<file path="src/rtl/mem_bus_arbiter.sv">
// Shares one memory port between fetch and data access. Fixed data priority, or round robin with ARB_ROUND_ROBIN_EN.
// Latency: a request reaches m_req one cycle later. Completion strobes follow m_ready_n combinationally.
// Backpressure: each requester holds req until its ready_n strobe. A stalled grant is force-completed after TIMEOUT_CYCLES.
module mem_bus_arbiter #(
  parameter int unsigned TIMEOUT_CYCLES = 255,
  parameter logic [31:0] NOP_INSTR      = 32'h0000_0013
) (
  input  logic        clk,
  input  logic        rst,
  input  logic        i_req,
  input  logic [31:0] i_addr,
  output logic [31:0] i_rdata,
  output logic        i_ready_n,
  input  logic        d_req,
  input  logic        d_write,
  input  logic [1:0]  d_size,
  input  logic [31:0] d_addr,
  input  logic [31:0] d_wdata,
  output logic [31:0] d_rdata,
  output logic        d_ready_n,
  output logic        d_busy,
  output logic        m_req,
  output logic        m_write,
  output logic [1:0]  m_size,
  output logic [31:0] m_addr,
  output logic [31:0] m_wdata,
  input  logic [31:0] m_rdata,
  input  logic        m_ready_n,
  output logic        err_timeout
);

  localparam logic [15:0] TMO_LIMIT = 16'(TIMEOUT_CYCLES);

  typedef enum logic [1:0] {IDLE = 2'd0, GNT_I = 2'd1, GNT_D = 2'd2} state_t;

  state_t      state;
  logic [15:0] wait_cnt;
  logic [31:0] i_rdata_q;
  logic [31:0] d_rdata_q;
  logic        cmpl;
  logic        tmo;
  logic        fin;
  logic        req_i_m;
  logic        req_d_m;
  logic        win_i;
  logic        win_d;
`ifdef ARB_ROUND_ROBIN_EN
  logic        last_grant;  // 1 when data was served most recently
`endif

  // A real answer in the same cycle as the limit wins over the timeout.
  assign cmpl = (state != IDLE) && !m_ready_n;
  assign tmo  = (state != IDLE) && m_ready_n && (wait_cnt == TMO_LIMIT);
  assign fin  = cmpl || tmo;

  assign i_ready_n = !((state == GNT_I) && fin);
  assign d_ready_n = !((state == GNT_D) && fin);
  assign d_busy    = d_req && !((state == GNT_D) && fin);

  always_comb begin
    i_rdata = i_rdata_q;
    if ((state == GNT_I) && cmpl)     i_rdata = m_rdata;
    else if ((state == GNT_I) && tmo) i_rdata = NOP_INSTR;
  end

  always_comb begin
    d_rdata = d_rdata_q;
    if ((state == GNT_D) && cmpl)     d_rdata = m_rdata;
    else if ((state == GNT_D) && tmo) d_rdata = '0;
  end

  // The requester finishing now still holds req this cycle, so it is masked out.
  always_comb begin
    req_i_m = i_req && (state != GNT_I);
    req_d_m = d_req && (state != GNT_D);
    win_d   = req_d_m;
    win_i   = req_i_m && !req_d_m;
`ifdef ARB_ROUND_ROBIN_EN
    if (req_i_m && req_d_m) begin
      win_d = !last_grant;
      win_i = last_grant;
    end
`endif
  end

  always_ff @(posedge clk or negedge rst) begin
    if (!rst) begin
      state       <= IDLE;
      wait_cnt    <= '0;
      m_req       <= 1'b0;
      m_write     <= 1'b0;
      m_size      <= 2'b00;
      m_addr      <= '0;
      m_wdata     <= '0;
      i_rdata_q   <= '0;
      d_rdata_q   <= '0;
      err_timeout <= 1'b0;
`ifdef ARB_ROUND_ROBIN_EN
      last_grant  <= 1'b0;
`endif
    end else begin
      if ((state == GNT_I) && fin) i_rdata_q <= i_rdata;
      if ((state == GNT_D) && fin) d_rdata_q <= d_rdata;
      if (tmo) begin
        err_timeout <= 1'b1;
        m_req       <= 1'b0;
        state       <= IDLE;
      end else if ((state == IDLE) || cmpl) begin
        wait_cnt <= '0;
        if (win_d) begin
          state   <= GNT_D;
          m_req   <= 1'b1;
          m_write <= d_write;
          m_size  <= d_size;
          m_addr  <= d_addr;
          m_wdata <= d_wdata;
`ifdef ARB_ROUND_ROBIN_EN
          last_grant <= 1'b1;
`endif
        end else if (win_i) begin
          state   <= GNT_I;
          m_req   <= 1'b1;
          m_write <= 1'b0;
          m_size  <= 2'b10;
          m_addr  <= i_addr;
          m_wdata <= '0;
`ifdef ARB_ROUND_ROBIN_EN
          last_grant <= 1'b0;
`endif
        end else begin
          state <= IDLE;
          m_req <= 1'b0;
        end
      end else begin
        wait_cnt <= wait_cnt + 16'd1;
      end
    end
  end

endmodule

</file>
<file path="config.mk">
export PLATFORM = sky130hd
export DESIGN_NAME = mem_bus_arbiter
export DESIGN_NICKNAME = d
export VERILOG_FILES = /design/src/rtl/mem_bus_arbiter.sv
export SDC_FILE = /design/constraint.sdc
export NUM_CORES = 1
export LEC_CHECK = 0
export BUFFER_PORTS_ARGS = -buffer_cell sky130_fd_sc_hd__buf_2
export CAP_MARGIN = 5
export CORE_UTILIZATION = 48
export CTS_CLUSTER_DIAMETER = 120
export DETAILED_ROUTE_END_ITERATION = 7
export GPL_ROUTABILITY_DRIVEN = 1
export GPL_TIMING_DRIVEN = 1
export PLACE_DENSITY = 0.8
export SYNTH_ARGS = -nofsm -noshare
export SYNTH_HDL_FRONTEND = slang
export SYNTH_SLANG_ARGS = --single-unit
</file>
<file path="constraint.sdc">
create_clock -name clk -period 2.7 [get_ports clk]
set_input_delay 0.405 -clock clk [delete_from_list [all_inputs] [get_ports clk]]
set_output_delay 0.405 -clock clk [all_outputs]
set_load 0.02 [all_outputs]
</file>
==> metrics, run 1 <==
status=finished with violations; violated checks=negative setup slack; final worst slack=-44.20 ps; clock-pin slew on the worst setup and hold paths=60 ps; largest net degree at the start of global routing=65; I/O pin cnt=roughly 270; Clock Skew=6.853 ps; HP Start=d_wdata[2]; CP Data Arrival Time=roughly 2300 ps; Overflow after GRT=0; CTS root buffer=clkbuf_16; Post-synth ARST share=100.0%; CP Max Fanout=30; TritonCTS Buffers=17; drt total wl=~19 mm; Post-synth EDFFs=0; final-stage net count=958; total iterations of the first detailed-routing run=7; GRT Util Overall=27.29%; first-pass GRT wire length=29.77 mm; end of the worst hold path=m_wdata[2]$_DFFE_PN0P_; RSZ-0062 raised after global routing=yes; Lkg Pwr=4.896 nW; fin. max-slew vios=0; crit path capture type=output pin; via count of the routed design=approximately 5900; Mapped Cells=548; Tightest Pin Transition=~530 ps; area grow syn2layout=39.97%; worst-skew pair later-pin latency=between 400 and 500 ps; maximum clock rate=364.4 MHz; Starting Density=49.58%; placement row count=42; Netlist cell types=41; Tmin final=2744 ps; share of layout cells above drive strength 1=a little over two fifths; sequential fraction of the synthesis area=57.10%; Hold Crit Depth=2; Hold Crit Class=in -> reg; number of max-cap violations=0; Clock Sink Count=between 150 and 200; initial drt markers=490; Setup-failing EPs final=56; r2r endpoint=d_rdata_q[16]$_DFFE_PN0P_; r2r startpoint=wait_cnt[12]$_DFFE_PN0P_; DR WL/cell=19.08 um; Setup TNS=-1131 ps; critical path buffer and inverter count=3; Mapped Area=6618 um^2; die height=119.4 um; final hold vios=0; IO Port Bufs=271; CP cell instances=nor4_4 > nand4_4 > buf_4 > a21oi_4 > bufinv_16 > a22o_1 > buf_2; CTS Buffer Depth=2; die area=14260 um^2; total power=approximately 11 mW; Placer Congestion=0.8112; Crit Path Category=reg -> out; WP data required=2300 ps; vias per inst=5.798; worst-case vdd ir drop=0.6154 mV; slowest library cell on the worst path=dfrtp_2; initial antenna violation count=2; Syn Area/Cell=12.08 um^2; startpoint types=flop; number of nets with antenna violations after routing=0; Rel. slew slack=64.36%; Die Wd=119.4 um; Final period util=101.6%; Max H-tree Level=4; vias in the first global route=5629; PwrDens=1183 nW/um^2; CP max stage delay=between 400 and 500 ps; Mapped Nets=685; reg-to-reg slack, setup=around 650 ps; TritonCTS clock tree=built; fill count=937; Ys Warns=0; estimated wirelength of the detail-placed design=12.55 mm; r2r worst-path depth=6; cell family with most CP delay=buffers and inverters; CORE AREA=13350 um^2; FF+latch count, synth=151; DRC viols=0; Synth Flop Type=dfrtp_1
## per-layer routing
layer	global-route usage (%)	up-vias	part of all wire (%)
li1	-	2667	-
met2	45.60	307	52
met1	33.51	2856	39
met5	0	-	0
met4	12.27	0	2.4
met3	6.609	32	6.8
## synth_stat cells (2+ instances only)
library cell	count	area, um^2
a211oi_1	2	15.01
a21oi_1	2	10.01
a22o_1	156	1366
a31o_2	3	26.28
a31oi_1	7	43.79
a41o_1	2	20.02
and3_1	3	18.77
and4_1	3	26.28
buf_1	4	15.01
buf_2	16	80.08
buf_6	2	22.52
clkbuf_1	29	108.9
dfrtp_1	151	3779
mux2i_1	34	340.3
nand2_1	40	150.1
nand2b_1	3	18.77
nand3_1	5	25.02
nand4_1	4	25.02
nor2_1	15	56.30
o21ai_0	37	185.2
o22a_1	6	52.55
o32a_1	2	20.02
xnor2_1	3	26.28
xor2_1	2	17.52
## sequential cells by signal (all words and copies together) (netlist names)
name         cells
wait_cnt        16
state            2
d_rdata_q       32
m_write          1
err_timeout      1
i_rdata_q       32
m_addr          32
m_wdata         32
m_size           2
m_req            1
## kinds of logic after synthesis
kind of cell | synth area share [%]
multiplexers | 5.143
AO/OA/AOI/OAI | 27.38
adder cells (fa/ha/maj) | 0.1890
AND/OR/NAND/NOR | 6.050
buffers and inverters | 3.479
flip-flops | 57.10
XOR/XNOR | 0.6619
## final cells by class
| type | instances | area [um^2] | share of cell area (%) |
|---|---|---|---|
| sequential | 151 | 3781 | 40.82 |
| multi-input combinational | 345 | 2671 | 28.84 |
| clock buffer | 21 | 480.5 | 5.187 |
| timing repair buffer | 304 | 1979 | 21.37 |
| clock inverter | 11 | 88.84 | 0.9591 |
| timing repair inverter | 1 | 8.758 | 0.09456 |
| antenna | 1 | 2.502 | 0.02702 |
| inverter | 1 | 30.03 | 0.3242 |
| tap | 176 | 220.2 | 2.377 |
## where the power goes
| group | total (mW) | leakage [nW] | switching, mW | internal (mW) |
|---|---|---|---|---|
| Clock | 2.23 | 0.273 | 0.944 | 1.29 |
| Combinational | 4.97 | 2.72 | 2.77 | 2.19 |
| Sequential | 3.76 | 1.90 | 0.563 | 3.20 |
## placed cells by master (no fill, tap or decap), types with 2 or more instances in the layout
| cell | n |
|---|---|
| nor4_4 | 2 |
| clkbuf_16 | 20 |
| nand2b_1 | 3 |
| and4_1 | 2 |
| nand2_1 | 39 |
| a31oi_1 | 7 |
| xnor2_1 | 3 |
| clkinvlp_4 | 3 |
| mux2i_1 | 34 |
| and3_1 | 2 |
| a31o_2 | 3 |
| a22o_1 | 154 |
| a22o_4 | 2 |
| buf_2 | 237 |
| buf_12 | 5 |
| dfrtp_1 | 149 |
| a41o_1 | 2 |
| clkbuf_8 | 4 |
| buf_6 | 32 |
| dfrtp_2 | 2 |
| o21ai_0 | 37 |
| nor2_4 | 2 |
| a21oi_1 | 2 |
| nand4_1 | 4 |
| inv_6 | 4 |
| nor2_1 | 12 |
| xor2_1 | 2 |
| o22a_1 | 6 |
| buf_4 | 22 |
| a211oi_1 | 2 |
| clkinv_4 | 4 |
| nand3_1 | 5 |
## worst max path at each step
stage	start	to	slack, ps	cells after the start
4_1_cts	wait_cnt[15]$_DFFE_PN0P_	i_rdata[22]	-1	7
3_3_place_gp	wait_cnt[0]$_DFFE_PN0P_	i_rdata[10]	180	7
2_1_floorplan	wait_cnt[0]$_DFFE_PN0P_	d_rdata[23]	460	6
6_report	wait_cnt[12]$_DFFE_PN0P_	i_rdata[19]	-40	7
5_1_grt	wait_cnt[12]$_DFFE_PN0P_	d_rdata[26]	-100	7
3_5_place_dp	wait_cnt[0]$_DFFE_PN0P_	i_rdata[19]	80	7
## stage by stage
stage               hold slack (ps)  worst slack (ps)  cell area, um^2  util (%)  cells
floorplan                     109.4             463.6             6618         -    548
finish                        209.5            -44.20             9263     69.39   1011
CTS                           186.5            -1.416             8944     67.00   1004
detailed placement            357.1             80.83             8164     61.16    958
global route                  194.2            -100.5             9263     69.39   1011
global placement              352.2             177.6             8164     61.16    958
## repair_timing
item | 4_1_cts | 5_1_grt
setup buffers | 10 | 3
setup endpoints to repair | 64 | 64
pin swaps | 5 | 2
hold endpoints to repair | 43 | 0
hold buffers | 1 | 0
cloned | 3 | 3
gates resized for setup | 13 | 68
Power figures use the tool's default switching activity.
==> run 2: changes to the inputs <==
Settings changed: CORE_MARGIN set to 8, RECOVER_POWER set to 50.
==> metrics, run 2 (synthesis gave the netlist of run 1 again) <==
via count of the routed design=between 5000 and 6000; Lkg Pwr=4.563 nW; Placer Congestion=0.8095; die area=17800 um^2; Clock Skew=between 8 and 9 ps; vias per inst=5.715; pre-CTS setup slack=103.8 ps; met1 GRT Util=25.07%; n_diodes=0; final-stage net count=955; final hold vios=0; PwrDens=1184 nW/um^2; Setup-failing EPs final=0; slowest library cell on the worst path=dfrtp_1; TritonCTS Buffers=17; commonest non-fill, non-tap cells in the layout=buf_2, a22o_1, dfrtp_1; I/O pin cnt=~270; CTS root buffer=clkbuf_16; Hold Crit Depth=2; CORE AREA=13670 um^2; fill count=about 1100; violated checks=max-capacitance violations, max-slew violations; CP Data Arrival Time=around 2200 ps; Die Wd=133.4 um; DR WL/cell=just under 20 um; Rel. slew slack=-6.553%; Final period util=97.08%; Hold WS=211.0 ps; Area after DPL=just over 8000 um^2; Final Cell Area=between 8000 and 9000 um^2; number of max-cap violations=1; final non-filler cell total=1010; CTS Buffer Depth=2; estimated wirelength of the detail-placed design=14.32 mm; Hold Crit Class=in -> reg; initial drt markers=350; final worst slack=78.83 ps; startpoint types=flop; TritonCTS clock tree=built; Setup TNS=0 ps; Levels on crit path=7; IO Port Bufs=around 270; status=finished with violations; die height=~130 um; CP cell instances=ha_1 > and3_2 > nand4_4 > a21o_4 > clkbuf_16 > a22o_1 > buf_2; critical path buffer and inverter count=2; drt total wl=19.56 mm; share of layout cells above drive strength 1=34.46%; DRC viols=0; CP max stage delay=370 ps; GRT Util Overall=between 20% and 30%; met2 Resource Use GR=approximately 35%; Overflow after GRT=0; number of nets with antenna violations after routing=0; most common cell after layout, fill and taps aside=buf_2; crit path capture type=output pin; r2r worst-path depth=5; fin. max-slew vios=64; Starting Density=48.43%; CP Max Fanout=22; first-pass GRT wire length=between 30 and 40 mm; Multi-input gate area=2649 um^2; RSZ-0062 raised after global routing=yes; worst-skew pair later-pin latency=410 ps; largest net degree at the start of global routing=100; total iterations of the first detailed-routing run=5; clock-pin slew on the worst setup and hold paths=around 60 ps; placement row count=43; Tightest Pin Transition=1598 ps; M3 GR Usage=7.718%; worst-case vdd ir drop=roughly 0.59 mV; maximum clock rate=roughly 380 MHz; Clock Sink Count=between 150 and 200; Post-Route Utilization=~65%; cell family with most CP delay=compound AO/OA/AOI/OAI gates; vias in the first global route=roughly 5700; placed insts=967; Max H-tree Level=4; Crit Path Category=reg -> out; total power=10.47 mW; area grow syn2layout=33.62%; WP data required=2300 ps; Most Crowded Layer GR=met2; Tmin final=between 2000 and 3000 ps; register area=3781 um^2; initial antenna violation count=1
run 2: cell count changes in the layout (fill, tap and decap cells not counted), sizes merged:
cell / previous run / this run
buf: 298 / 232
bufbuf: 1 / 0
bufinv: 1 / 2
clkbuf: 25 / 89
clkinv: 5 / 7
clkinvlp: 3 / 1
diode: 1 / 0
inv: 4 / 2
run 2: path summary, 6_finish.rpt:
path	start	endpoint	slack (ps)
min in group asynchronous	rst	wait_cnt[7]$_DFFE_PN0P_	990
hold reg to reg	m_addr[8]$_DFFE_PN0P_	m_addr[8]$_DFFE_PN0P_	480
setup / recovery	wait_cnt[1]$_DFFE_PN0P_	d_rdata[31]	80
setup reg to reg	state[0]$_DFFE_PN0P_	m_wdata[30]$_DFFE_PN0P_	610
max in group asynchronous	rst	i_rdata_q[5]$_DFFE_PN0P_	450
hold / removal	d_wdata[1]	m_wdata[1]$_DFFE_PN0P_	210
run 2: what timing repair did:
item                                   in CTS  in global routing
cloned                                      0                  1
hold buffers                                1                  0
gates resized for setup                     5                  5
endpoints found under the hold margin      44                  0
setup endpoints to repair                  58                 57
buffers inserted                            3                  7
pin swaps                                   2                  5
run 2: final cells by class:
class	instances	share of cell area, %
flip-flops and latches	151	42.76
well taps	180	2.547
clock inverters	11	1.387
clock buffers	20	5.278
inverters	1	0.1274
repair buffers	302	17.94
multi-input cells	345	29.96
run 2: where the power goes:
group          total [mW]  switching (mW)  internal [mW]  leakage, nW
registers            3.75           0.557           3.20         1.90
clock network        2.31           0.879           1.43        0.292
logic                4.41            2.69           1.72         2.37
total                10.5            4.12           6.35         4.56
run 2: layer usage:
metal,part of all wire [%],wire (um)
met4,2.6,499
met1,39,7697
met5,0.041,8
met3,8.6,1681
met2,49,9678
